## src/rtl/ysyx22041405_wb_stage_pkg.sv

```systemverilog
// Shared definitions for the writeback stage.
// Contents: default datapath width, load funct3 encodings, halt-reason
// codes, FSM state encoding and a small fault-reason helper.
package ysyx22041405_wb_stage_pkg;

  localparam int unsigned XLEN_DEFAULT = 32;

  // Load funct3 encodings
  localparam logic [2:0] OP_LB  = 3'b000;
  localparam logic [2:0] OP_LH  = 3'b001;
  localparam logic [2:0] OP_LW  = 3'b010;
  localparam logic [2:0] OP_LD  = 3'b011;
  localparam logic [2:0] OP_LBU = 3'b100;
  localparam logic [2:0] OP_LHU = 3'b101;
  localparam logic [2:0] OP_LWU = 3'b110;

  typedef enum logic [1:0] {
    HR_NONE     = 2'b00,
    HR_EBREAK   = 2'b01,
    HR_ILLEGAL  = 2'b10,
    HR_MISALIGN = 2'b11
  } halt_reason_e;

  typedef enum logic {
    ST_RUN  = 1'b0,
    ST_HALT = 1'b1
  } state_e;

  // Resolve simultaneous fault flags into one reason, highest priority first.
  function automatic halt_reason_e fault_reason(input logic illegal,
                                                input logic misalign,
                                                input logic ebreak);
    halt_reason_e r;
    if (illegal) begin
      r = HR_ILLEGAL;
    end else if (misalign) begin
      r = HR_MISALIGN;
    end else if (ebreak) begin
      r = HR_EBREAK;
    end else begin
      r = HR_NONE;
    end
    return r;
  endfunction

endpackage

```

## src/rtl/ysyx22041405_load_extract.sv

```systemverilog
// Combinational load-data extraction.
// Ports:
//   rdata_i      raw aligned memory word
//   addr_lo_i    byte offset of the load inside the word
//   mem_op_i     load funct3
//   data_o       aligned, sign/zero-extended load result
//   misaligned_o access crosses its natural alignment
//   bad_op_o     funct3 is not a load supported at this XLEN
module ysyx22041405_load_extract
  import ysyx22041405_wb_stage_pkg::*;
#(
  parameter int unsigned XLEN = XLEN_DEFAULT
) (
  input  logic [XLEN-1:0] rdata_i,
  input  logic [2:0]      addr_lo_i,
  input  logic [2:0]      mem_op_i,
  output logic [XLEN-1:0] data_o,
  output logic            misaligned_o,
  output logic            bad_op_o
);

  localparam bit IS64 = (XLEN == 64);

  logic [2:0]      byte_off_s;
  logic [XLEN-1:0] shifted_s;

  // Shift the addressed bytes down to bit 0, then extend by load type.
  always_comb begin
    // On a 32-bit datapath only the low two offset bits select a byte.
    byte_off_s   = IS64 ? addr_lo_i : {1'b0, addr_lo_i[1:0]};
    shifted_s    = rdata_i >> {byte_off_s, 3'b000};
    data_o       = '0;
    misaligned_o = 1'b0;
    bad_op_o     = 1'b0;
    case (mem_op_i)
      OP_LB:  data_o = XLEN'($signed(shifted_s[7:0]));
      OP_LBU: data_o = XLEN'(shifted_s[7:0]);
      OP_LH: begin
        data_o       = XLEN'($signed(shifted_s[15:0]));
        misaligned_o = addr_lo_i[0];
      end
      OP_LHU: begin
        data_o       = XLEN'(shifted_s[15:0]);
        misaligned_o = addr_lo_i[0];
      end
      OP_LW: begin
        data_o       = XLEN'($signed(shifted_s[31:0]));
        misaligned_o = (addr_lo_i[1:0] != 2'b00);
      end
      OP_LWU: begin
        if (IS64) begin
          data_o       = XLEN'(shifted_s[31:0]);
          misaligned_o = (addr_lo_i[1:0] != 2'b00);
        end else begin
          bad_op_o = 1'b1;
        end
      end
      OP_LD: begin
        if (IS64) begin
          data_o       = shifted_s;
          misaligned_o = (addr_lo_i != 3'b000);
        end else begin
          bad_op_o = 1'b1;
        end
      end
      default: bad_op_o = 1'b1;
    endcase
  end

endmodule

```

## src/rtl/ysyx22041405_wb_stage.sv

```systemverilog
// Registered writeback stage between LSU and register file.
// Ports:
//   clk, rst                 clock, synchronous active-high reset
//   ls_* / wb_ready          LS->WB packet with valid/ready handshake
//   rf_we/rf_waddr/rf_wdata  register-file write port
//   fwd_valid                forwarding entry valid (mirrors rf_we)
//   commit_*                 retirement/debug port
//   retired_cnt              retired-instruction counter (wraps)
//   halted/halt_reason       sticky halt after ebreak, illegal or misaligned
// All outputs are registered; a packet accepted at one edge appears on the
// outputs for exactly the following cycle.
module ysyx22041405_wb_stage
  import ysyx22041405_wb_stage_pkg::*;
#(
  parameter int unsigned XLEN  = XLEN_DEFAULT,
  parameter int unsigned PC_W  = 32,
  parameter int unsigned CNT_W = 64
) (
  input  logic             clk,
  input  logic             rst,
  input  logic             ls_valid,
  output logic             wb_ready,
  input  logic [PC_W-1:0]  ls_pc,
  input  logic [31:0]      ls_inst,
  input  logic             ls_rf_we,
  input  logic [4:0]       ls_rf_waddr,
  input  logic [XLEN-1:0]  ls_alu_res,
  input  logic             ls_is_load,
  input  logic [2:0]       ls_mem_op,
  input  logic [2:0]       ls_addr_lo,
  input  logic [XLEN-1:0]  ls_dm_rdata,
  input  logic             ls_ebreak,
  input  logic             ls_inst_valid,
  output logic             rf_we,
  output logic [4:0]       rf_waddr,
  output logic [XLEN-1:0]  rf_wdata,
  output logic             fwd_valid,
  output logic             commit_valid,
  output logic [PC_W-1:0]  commit_pc,
  output logic [31:0]      commit_inst,
  output logic [CNT_W-1:0] retired_cnt,
  output logic             halted,
  output logic [1:0]       halt_reason
);

  state_e          state_q, state_d;
  halt_reason_e    halt_reason_q, reason_s;
  logic            rf_we_q, commit_q;
  logic [4:0]      waddr_q;
  logic [XLEN-1:0] wdata_q, wdata_s, ld_data_s;
  logic [PC_W-1:0] pc_q;
  logic [31:0]     inst_q;
  logic [CNT_W-1:0] cnt_q;
  logic            misaligned_s, bad_op_s;
  logic            accept_s, bubble_s, illegal_s, misalign_s, ebreak_s;
  logic            commit_s, we_s;

  ysyx22041405_load_extract #(.XLEN(XLEN)) u_load_extract (
    .rdata_i      (ls_dm_rdata),
    .addr_lo_i    (ls_addr_lo),
    .mem_op_i     (ls_mem_op),
    .data_o       (ld_data_s),
    .misaligned_o (misaligned_s),
    .bad_op_o     (bad_op_s)
  );

  // Classify the incoming packet and build its writeback/commit values.
  always_comb begin
    accept_s   = ls_valid && (state_q == ST_RUN);
    bubble_s   = (ls_inst == 32'd0);
    // An unsupported load funct3 counts as an illegal instruction.
    illegal_s  = !bubble_s && (!ls_inst_valid || (ls_is_load && bad_op_s));
    misalign_s = !bubble_s && ls_is_load && misaligned_s;
    ebreak_s   = !bubble_s && ls_ebreak;
    reason_s   = fault_reason(illegal_s, misalign_s, ebreak_s);
    commit_s   = !bubble_s && (reason_s != HR_ILLEGAL) && (reason_s != HR_MISALIGN);
    we_s       = commit_s && ls_rf_we && (ls_rf_waddr != 5'd0) && !ls_ebreak;
    wdata_s    = ls_is_load ? ld_data_s : ls_alu_res;
  end

  // FSM state register.
  always_ff @(posedge clk) begin
    if (rst) begin
      state_q <= ST_RUN;
    end else begin
      state_q <= state_d;
    end
  end

  // FSM next state: any fault on an accepted packet halts until reset.
  always_comb begin
    state_d = state_q;
    case (state_q)
      ST_RUN: begin
        if (accept_s && (reason_s != HR_NONE)) begin
          state_d = ST_HALT;
        end else begin
          state_d = ST_RUN;
        end
      end
      ST_HALT: state_d = ST_HALT;
      default: state_d = ST_RUN;
    endcase
  end

  // FSM outputs, decoded from the state register.
  always_comb begin
    wb_ready = 1'b0;
    halted   = 1'b0;
    case (state_q)
      ST_RUN:  wb_ready = 1'b1;
      ST_HALT: halted   = 1'b1;
      default: wb_ready = 1'b0;
    endcase
  end

  // Output registers: capture on accept, valid strobes last one cycle.
  always_ff @(posedge clk) begin
    if (rst) begin
      rf_we_q       <= 1'b0;
      commit_q      <= 1'b0;
      waddr_q       <= 5'd0;
      wdata_q       <= '0;
      pc_q          <= '0;
      inst_q        <= 32'd0;
      cnt_q         <= '0;
      halt_reason_q <= HR_NONE;
    end else if (accept_s) begin
      rf_we_q  <= we_s;
      commit_q <= commit_s;
      waddr_q  <= ls_rf_waddr;
      wdata_q  <= wdata_s;
      pc_q     <= ls_pc;
      inst_q   <= ls_inst;
      cnt_q    <= cnt_q + CNT_W'(commit_s);
      if (reason_s != HR_NONE) begin
        halt_reason_q <= reason_s;
      end
    end else begin
      rf_we_q  <= 1'b0;
      commit_q <= 1'b0;
    end
  end

  assign rf_we        = rf_we_q;
  assign fwd_valid    = rf_we_q;
  assign rf_waddr     = waddr_q;
  assign rf_wdata     = wdata_q;
  assign commit_valid = commit_q;
  assign commit_pc    = pc_q;
  assign commit_inst  = inst_q;
  assign retired_cnt  = cnt_q;
  assign halt_reason  = halt_reason_q;

endmodule

```

## config.mk

```make
export PLATFORM = sky130hd
export DESIGN_NAME = ysyx22041405_wb_stage
export DESIGN_NICKNAME = d
export VERILOG_FILES = /design/src/rtl/ysyx22041405_wb_stage_pkg.sv /design/src/rtl/ysyx22041405_load_extract.sv /design/src/rtl/ysyx22041405_wb_stage.sv
export SDC_FILE = /design/constraint.sdc
export NUM_CORES = 1
export LEC_CHECK = 0
export CAP_MARGIN = 20
export CORE_ASPECT_RATIO = 1.5
export CORE_MARGIN = 10
export CORE_UTILIZATION = 40
export CTS_CLUSTER_DIAMETER = 80
export CTS_CLUSTER_SIZE = 30
export DETAILED_ROUTE_END_ITERATION = 12
export PLACE_DENSITY_LB_ADDON = 0.1
export SLEW_MARGIN = 40
export SYNTH_ARGS = -nofsm -noshare
export SYNTH_HDL_FRONTEND = slang
export SYNTH_SLANG_ARGS = --single-unit
```

## constraint.sdc

```tcl
create_clock -name clk -period 4.4 [get_ports clk]
set_input_delay 0.66 -clock clk [delete_from_list [all_inputs] [get_ports clk]]
set_output_delay 0.66 -clock clk [all_outputs]
set_load 0.02 [all_outputs]
```

Word level (Yosys, flattened, before mapping)
Cells that the tools add are included.
{"block": "word_totals", "output_inout_bits": 172, "in_bits": 146, "reg_bits": 170}
{"block": "op_classes", "mux": 11, "bitwise_logic": 2, "n_addsub": 1, "shift": 1, "n_eq_ne": 6, "reduce_logical": 25}
{"cell": "32-bit case mux with 5 select lines", "n": 1}
{"cell": "64-bit by 1-bit adder with 64-bit output", "n": 1}
{"cell": "32-bit logical NOT", "n": 1}
{"cell": "32-bit two-way mux", "n": 1}
{"cell": "32-bit by 5-bit right shift with 32-bit output", "n": 1}
{"cell": "1-bit logical AND", "n": 12}
{"cell": "3-bit equality test (second input constant)", "n": 2}
{"cell": "1-bit two-way mux", "n": 5}
{"cell": "5-bit nonzero test", "n": 1}
{"cell": "5-bit OR reduction", "n": 1}
{"cell": "2-bit two-way mux", "n": 2}
{"cell": "2-bit inequality test (second input constant)", "n": 2}
{"cell": "1-bit case mux with 2 select lines", "n": 2}
{"cell": "2-bit nonzero test", "n": 2}
{"cell": "2-bit OR reduction", "n": 2}
{"cell": "3-bit by 1-bit equality test with 1-bit output (second input constant)", "n": 1}
{"cell": "3-bit by 2-bit equality test with 1-bit output (second input constant)", "n": 1}
{"cell": "1-bit logical NOT", "n": 3}
{"cell": "3-bit logical NOT", "n": 1}
{"cell": "1-bit NOT", "n": 2}
{"cell": "2-bit AND reduction", "n": 1}
{"cell": "1-bit logical OR", "n": 1}

Longest topological paths before layout
{"block": "depth", "ltp_word": 13, "mapped_depth": 13}

Hierarchy
Synthesis repeated with hierarchy kept, for this count alone.
{"block": "unflattened", "cells_unflattened": 964, "hier_area_um2": 8037.7}
{"mod": "ysyx22041405_wb_stage", "n_inst": 1, "cells_each": 846, "seq_area_each_um2": 3403.3, "area_each_um2": 7098.1}
{"mod": "ysyx22041405_load_extract", "n_inst": 1, "cells_each": 118, "seq_area_each_um2": 0.0, "area_each_um2": 939.7}

Worst setup path before layout
No wires, ideal clock.
{"block": "synth_path", "kind": "in2reg", "from": "input port ls_addr_lo[1]", "to": "register cnt_q[32] (netlist: retired_cnt[32])", "slack_ns": 0.849, "t_arrival_ns": 3.428, "path_stages": 13, "cell_sequence": "clkbuf_1 -> or2_2 -> a31oi_1 -> o21bai_1 -> nor2_1 -> ha_1 -> ha_1 -> nand4b_1 -> or4_1 -> clkbuf_1 -> nor3_1 -> nand3_1 -> mux2_1"}
{"block": "synth_via", "elab_chain_len": 9, "elab_cells_between_ends": 10, "cone_classes": "add/sub: 1; eq/ne: 2; mux: 3; reduce/logical: 4"}
{"element": "start, declared", "line_no": "ysyx22041405_wb_stage.sv:30", "rtl": "input logic [2:0] ls_addr_lo,"}
{"element": "2-bit nonzero test (*)", "line_no": "ysyx22041405_load_extract.sv:48", "rtl": "misaligned_o = (addr_lo_i[1:0] != 2'b00);"}
{"element": "1-bit case mux with 2 select lines (*)", "line_no": "ysyx22041405_load_extract.sv:35", "rtl": "case (mem_op_i)"}
{"element": "1-bit logical AND (*)", "line_no": "ysyx22041405_wb_stage.sv:73", "rtl": "misalign_s = !bubble_s && ls_is_load && misaligned_s;"}
{"element": "2-bit two-way mux (*)", "line_no": "ysyx22041405_wb_stage_pkg.sv:36", "rtl": "end else if (misalign) begin"}
{"element": "2-bit two-way mux (*)", "line_no": "ysyx22041405_wb_stage_pkg.sv:34", "rtl": "if (illegal) begin"}
{"element": "2-bit inequality test", "line_no": "ysyx22041405_wb_stage.sv:76", "rtl": "commit_s = !bubble_s && (reason_s != HR_ILLEGAL) && (reason_s != HR_MISALIGN);"}
{"element": "1-bit logical AND", "line_no": "ysyx22041405_wb_stage.sv:76"}
{"element": "1-bit logical AND (*)", "line_no": "ysyx22041405_wb_stage.sv:76"}
{"element": "via commit_s", "line_no": "ysyx22041405_wb_stage.sv:56", "rtl": "logic commit_s, we_s;"}
{"element": "64-bit by 1-bit adder with 64-bit output (*)", "line_no": "ysyx22041405_wb_stage.sv:135", "rtl": "cnt_q <= cnt_q + CNT_W'(commit_s);"}
{"element": "end signal, assigned", "line_no": "ysyx22041405_wb_stage.sv:135"}
{"element": "end, declared", "line_no": "ysyx22041405_wb_stage.sv:53", "rtl": "logic [CNT_W-1:0] cnt_q;"}
Mark *: on every way through the listed nets, which the timed path passes. The rest lies on a longest branch.
A chain may end at the register's enable or synchronous reset.

Worst setup path after layout
{"block": "layout_path", "from": "input port ls_addr_lo[0]", "to": "register cnt_q[60] (netlist: retired_cnt[60])"}
{"block": "layout_via", "elab_chain_len": 9, "elab_cells_between_ends": 10, "cone_classes": "add/sub: 1; eq/ne: 2; mux: 3; reduce/logical: 4"}
{"element": "2-bit nonzero test", "line_no": "ysyx22041405_load_extract.sv:48"}
{"element": "1-bit case mux with 2 select lines (*)", "line_no": "ysyx22041405_load_extract.sv:35"}
{"element": "1-bit logical AND (*)", "line_no": "ysyx22041405_wb_stage.sv:73"}
{"element": "2-bit two-way mux (*)", "line_no": "ysyx22041405_wb_stage_pkg.sv:36"}
{"element": "2-bit two-way mux (*)", "line_no": "ysyx22041405_wb_stage_pkg.sv:34"}
{"element": "2-bit inequality test", "line_no": "ysyx22041405_wb_stage.sv:76"}
{"element": "1-bit logical AND", "line_no": "ysyx22041405_wb_stage.sv:76"}
{"element": "1-bit logical AND (*)", "line_no": "ysyx22041405_wb_stage.sv:76"}
{"element": "via commit_s", "line_no": "ysyx22041405_wb_stage.sv:56"}
{"element": "64-bit by 1-bit adder with 64-bit output (*)", "line_no": "ysyx22041405_wb_stage.sv:135"}
Marked as above.

==> summary.md <==
| Metric | Value |
|---|---|
| Avg Cell Area, Syn | `8.06 um^2` |
| Crit Reg-Reg Startpoint | `retired_cnt[23]$_SDFFE_PP0P_` |
| Critical path type | `in -> reg` |
| WHS Endpoint | `commit_inst[3]$_SDFFE_PP0P_` |
| Chip height | `190 um` |
| Hold slack | `roughly 0.45 ns` |
| Final layout net count | `roughly 1400` |
| Antenna violations before repair | `1` |
| Comb power frac | `17.1%` |
| IO buf count | `316` |
| Psw | `1020 uW` |
| Via Count | `roughly 8000` |
| CTS tree | `built` |
| Clk pwr share | `between 40% and 50%` |
| Share of cells above drive strength 1 | `under 10%` |
| Seq cells post-synth | `170` |
| FF-to-FF End | `retired_cnt[55]$_SDFFE_PP0P_` |
| Vias per Instance | `5.30` |
| Flop2flop setup slack | `1.83 ns` |
| Clock tree buffer depth | `2` |
| Drt wl/cell | `roughly 19 um` |
| Final WS setup | `0.694 ns` |
| Hold Path Origin | `commit_inst[3]$_SDFFE_PP0P_` |
| Final antenna-violating net count | `0` |
| Max Cap Violations | `0` |
| Crit-path slowest cell | `or4b_1` |
| Setup violations, final | `0` |
| Root Driver | `clkbuf_16` |
| H-tree levels | `4` |
| Core region area | `0.0190 mm^2` |
| Detail Placement HPWL | `between 20 and 25 mm` |
| Worst-path clk slew | `0.07 ns` |
| Die X | `about 130 um` |
| Sw frac | `between 20% and 30%` |
| Fmax | `between 200 and 300 MHz` |
| Number of global-route vias before repair | `7746` |
| Pre-CTS setup slack | `0.223 ns` |
| Slew @ Worst Pin | `a little over 0.8 ns` |
| Final Cycle Share | `roughly 84%` |
| Most frequent CP cell | `ha_1` |
| Row cnt | `62` |
| Global-route usage over all layers | `21.4%` |
| Reg area | `~0.0034 mm^2` |
| P&R area growth vs syn | `51.8%` |
| GP Congestion | `0.828` |
| Hold buffer count at CTS | `0` |
| Setup TNS | `0 ns` |
| Post-cts repair resize count | `0` |
| Pin count of the biggest net entering global routing | `between 90 and 100` |
| Setup bufs post-CTS | `0` |
| Leak pwr | `approximately 0.0040 uW` |
| Initial Util | `40.4%` |
| EDFF count, synth | `0` |
| Headroom to the max-slew limit | `45.7%` |
| Clock period minus worst slack | `3.71 ns` |
| Min-Delay Path Depth | `2` |
| Asr flop ratio synth | `0%` |
| Clock sink total | `170` |
| Die area | `0.0252 mm^2` |
| Max Slew Vio Count | `0` |
| First-pass GRT wire length | `43.6 mm` |
| Hold Path Class | `reg -> reg` |
| Sequential Power Share | `a little over two fifths` |
| Filler cells | `1752` |
| I/O pin cnt | `between 300 and 400` |
| Synthesized net count | `roughly 1100` |
| Initial DRC count | `350` |
| Gr ovfl total | `0` |
| CP endpoint kind | `flip-flop` |
| CP Data Required Time | `4.77 ns` |
| Post-synth top flop | `dfxtp_1` |
| Sequential share of the synthesized area | `roughly 44%` |
| Critical path data arrival time | `about 4.1 ns` |
| Cell Pwr Density | `330 mW/mm^2` |
| Worst r2r path cells | `5` |
| Internal power | `roughly 2800 uW` |
| Ys Warns | `0` |
| Clk_skew | `about 0.0074 ns` |
| Clock latency on the worst-skew pair | `0.43 ns` |
| DRC Markers | `0` |
| Unrepaired setup endpoints after global routing | `false` |
| Drt pass-1 iters | `5` |
| VDD IR max | `0.249 mV` |
| Cell area after synthesis | `between 0.007 and 0.008 mm^2` |
| Num CTS Buffers | `17` |
| Gate Count Post-Synth | `between 900 and 1000` |
| Final WL | `between 20 and 30 mm` |
| Outcome | `finished, final reports clean` |
| Final Hold Viols | `0` |
| Worst path cell trace | `clkdlybuf4s50_1, or2_2, a31oi_1, o21bai_1, nor2_1, ha_1, ha_1, nand4b_1, nor4_2, nand4_1, buf_4, or4b_1, a21oi_1` |
| Critical-path maximum fanout | `13` |
| CP startpoint kind | `input pin` |
| Critical Path Max Stage Delay | `0.51 ns` |
| Synth unique cells | `55` |
| Area of the multi-input gates | `between 0.003 and 0.004 mm^2` |
==> synth_stat cells (2+ instances only) <==
library cell | number | area (um^2)
or4_1 | 19 | 143
a21oi_1 | 120 | 601
xor2_1 | 13 | 114
inv_1 | 12 | 45.0
nand3b_1 | 2 | 15.0
and4_1 | 6 | 52.6
dfxtp_1 | 170 | 3400
nor3_1 | 26 | 130
and2_1 | 11 | 68.8
nor4_2 | 4 | 50.1
o21ai_0 | 51 | 255
buf_1 | 5 | 18.8
o31ai_1 | 14 | 105
clkbuf_1 | 55 | 206
or3_1 | 17 | 106
buf_2 | 4 | 20.0
nand2_1 | 167 | 627
ha_1 | 2 | 25.0
clkinv_1 | 2 | 7.51
nand4_1 | 17 | 106
a211oi_1 | 23 | 173
xnor2_1 | 16 | 140
and3_1 | 4 | 25.0
nor2_1 | 72 | 270
a22oi_1 | 7 | 52.6
o21bai_1 | 2 | 15.0
nand4b_1 | 4 | 35.0
a221oi_1 | 17 | 149
or2_2 | 2 | 12.5
nand2b_1 | 4 | 25.0
mux2i_1 | 11 | 110
nor4_1 | 13 | 81.3
nor2b_1 | 10 | 62.6
mux2_2 | 10 | 113
nand3_1 | 21 | 105
==> worst max-delay path by stage <==
stage	cells after the start	slack [ns]	end	start
after floorplan	13	0.85	retired_cnt[32]$_SDFFE_PP0P_	ls_addr_lo[1]
after global placement	13	0.26	retired_cnt[60]$_SDFFE_PP0P_	ls_addr_lo[0]
after detailed placement	13	0.22	retired_cnt[60]$_SDFFE_PP0P_	ls_addr_lo[0]
after CTS	12	0.66	retired_cnt[54]$_SDFFE_PP0P_	ls_addr_lo[0]
after global routing	12	0.40	retired_cnt[54]$_SDFFE_PP0P_	ls_addr_lo[0]
final	13	0.69	retired_cnt[60]$_SDFFE_PP0P_	ls_addr_lo[0]
==> per-stage QoR <==
step / cells / cell area (um^2) / power, uW / util (%)
after CTS: 1505 / 11700 / 3890 / 61.3
after global routing: 1506 / 11700 / 4000 / 61.3
final: 1506 / 11700 / 3840 / 61.3
after floorplan: 953 / 7680 / 1980 / -
after global placement: 1474 / 11000 / 2330 / 58.1
after detailed placement: 1474 / 11100 / 2340 / 58.2
==> routing by layer <==
metal / share of wire, % / vias to the layer above / GRT usage, %
met2: 54 / 252 / 39.7
met1: 36 / 3738 / 21.5
met3: 8.4 / 28 / 8.45
met4: 2.0 / 0 / 6.72
met5: 0 / - / 0
li1: - / 3965 / -
==> worst max-delay path: cells and delay by family <==
kind,cells,cell delay [ns]
fa+ha+maj,2,0.38
simple gates,6,1.80
buf+inv,2,0.70
compound gates,3,0.52
==> cells in the final DEF (no fill, tap or decap), types with 4 or more instances in the layout <==
cell,instances
a211oi_1,23
a21oi_1,120
a221oi_1,17
a22oi_1,7
and2_1,11
and3_1,4
and4_1,6
buf_4,12
clkbuf_16,17
clkdlybuf4s50_1,315
dfxtp_1,170
inv_1,12
mux2_2,10
mux2i_1,11
nand2_1,167
nand3_1,21
nand4_1,17
nand4b_1,4
nor2_1,72
nor2b_1,9
nor3_1,26
nor4_1,13
nor4_2,4
o21ai_0,51
o31ai_1,14
or3_1,17
or4_1,19
xnor2_1,16
xor2_1,13
==> final cells by class <==
class	count	area share (%)
Antenna cell	1	0.0215
Clock buffer	17	3.65
Clock inverter	14	1.47
Inverter	14	0.451
Multi-Input combinational cell	703	34.1
Sequential cell	170	29.2
Tap cell	256	2.75
Timing Repair Buffer	331	28.4
==> kinds of logic after synthesis <==
logic type,Yosys count,synth area share [%]
AOI/OAI and AO/OA,242,18.6
xor gates and xnor gates,29,3.31
adders and majority gates,2,0.326
buffers and inverters,80,4.12
DFF,170,44.3
muxes,23,3.34
and+or+nand+nor,407,26.0
==> power by group through the flow <==
stage | clock (uW) | sequential [uW] | combinational (uW)
after detailed placement | 0 | 1680 | 661
after global routing | 1640 | 1650 | 708
after floorplan | 0 | 1760 | 217
after CTS | 1580 | 1640 | 664
after global placement | 0 | 1680 | 658
final | 1540 | 1640 | 657
==> registers in the layout, summed over array words and instances (netlist names), 2 cells and up <==
register	flops
retired_cnt	64
rf_waddr	5
commit_pc	32
halt_reason	2
commit_inst	32
rf_wdata	32
No activity file was read; power rests on OpenSTA's default activity.
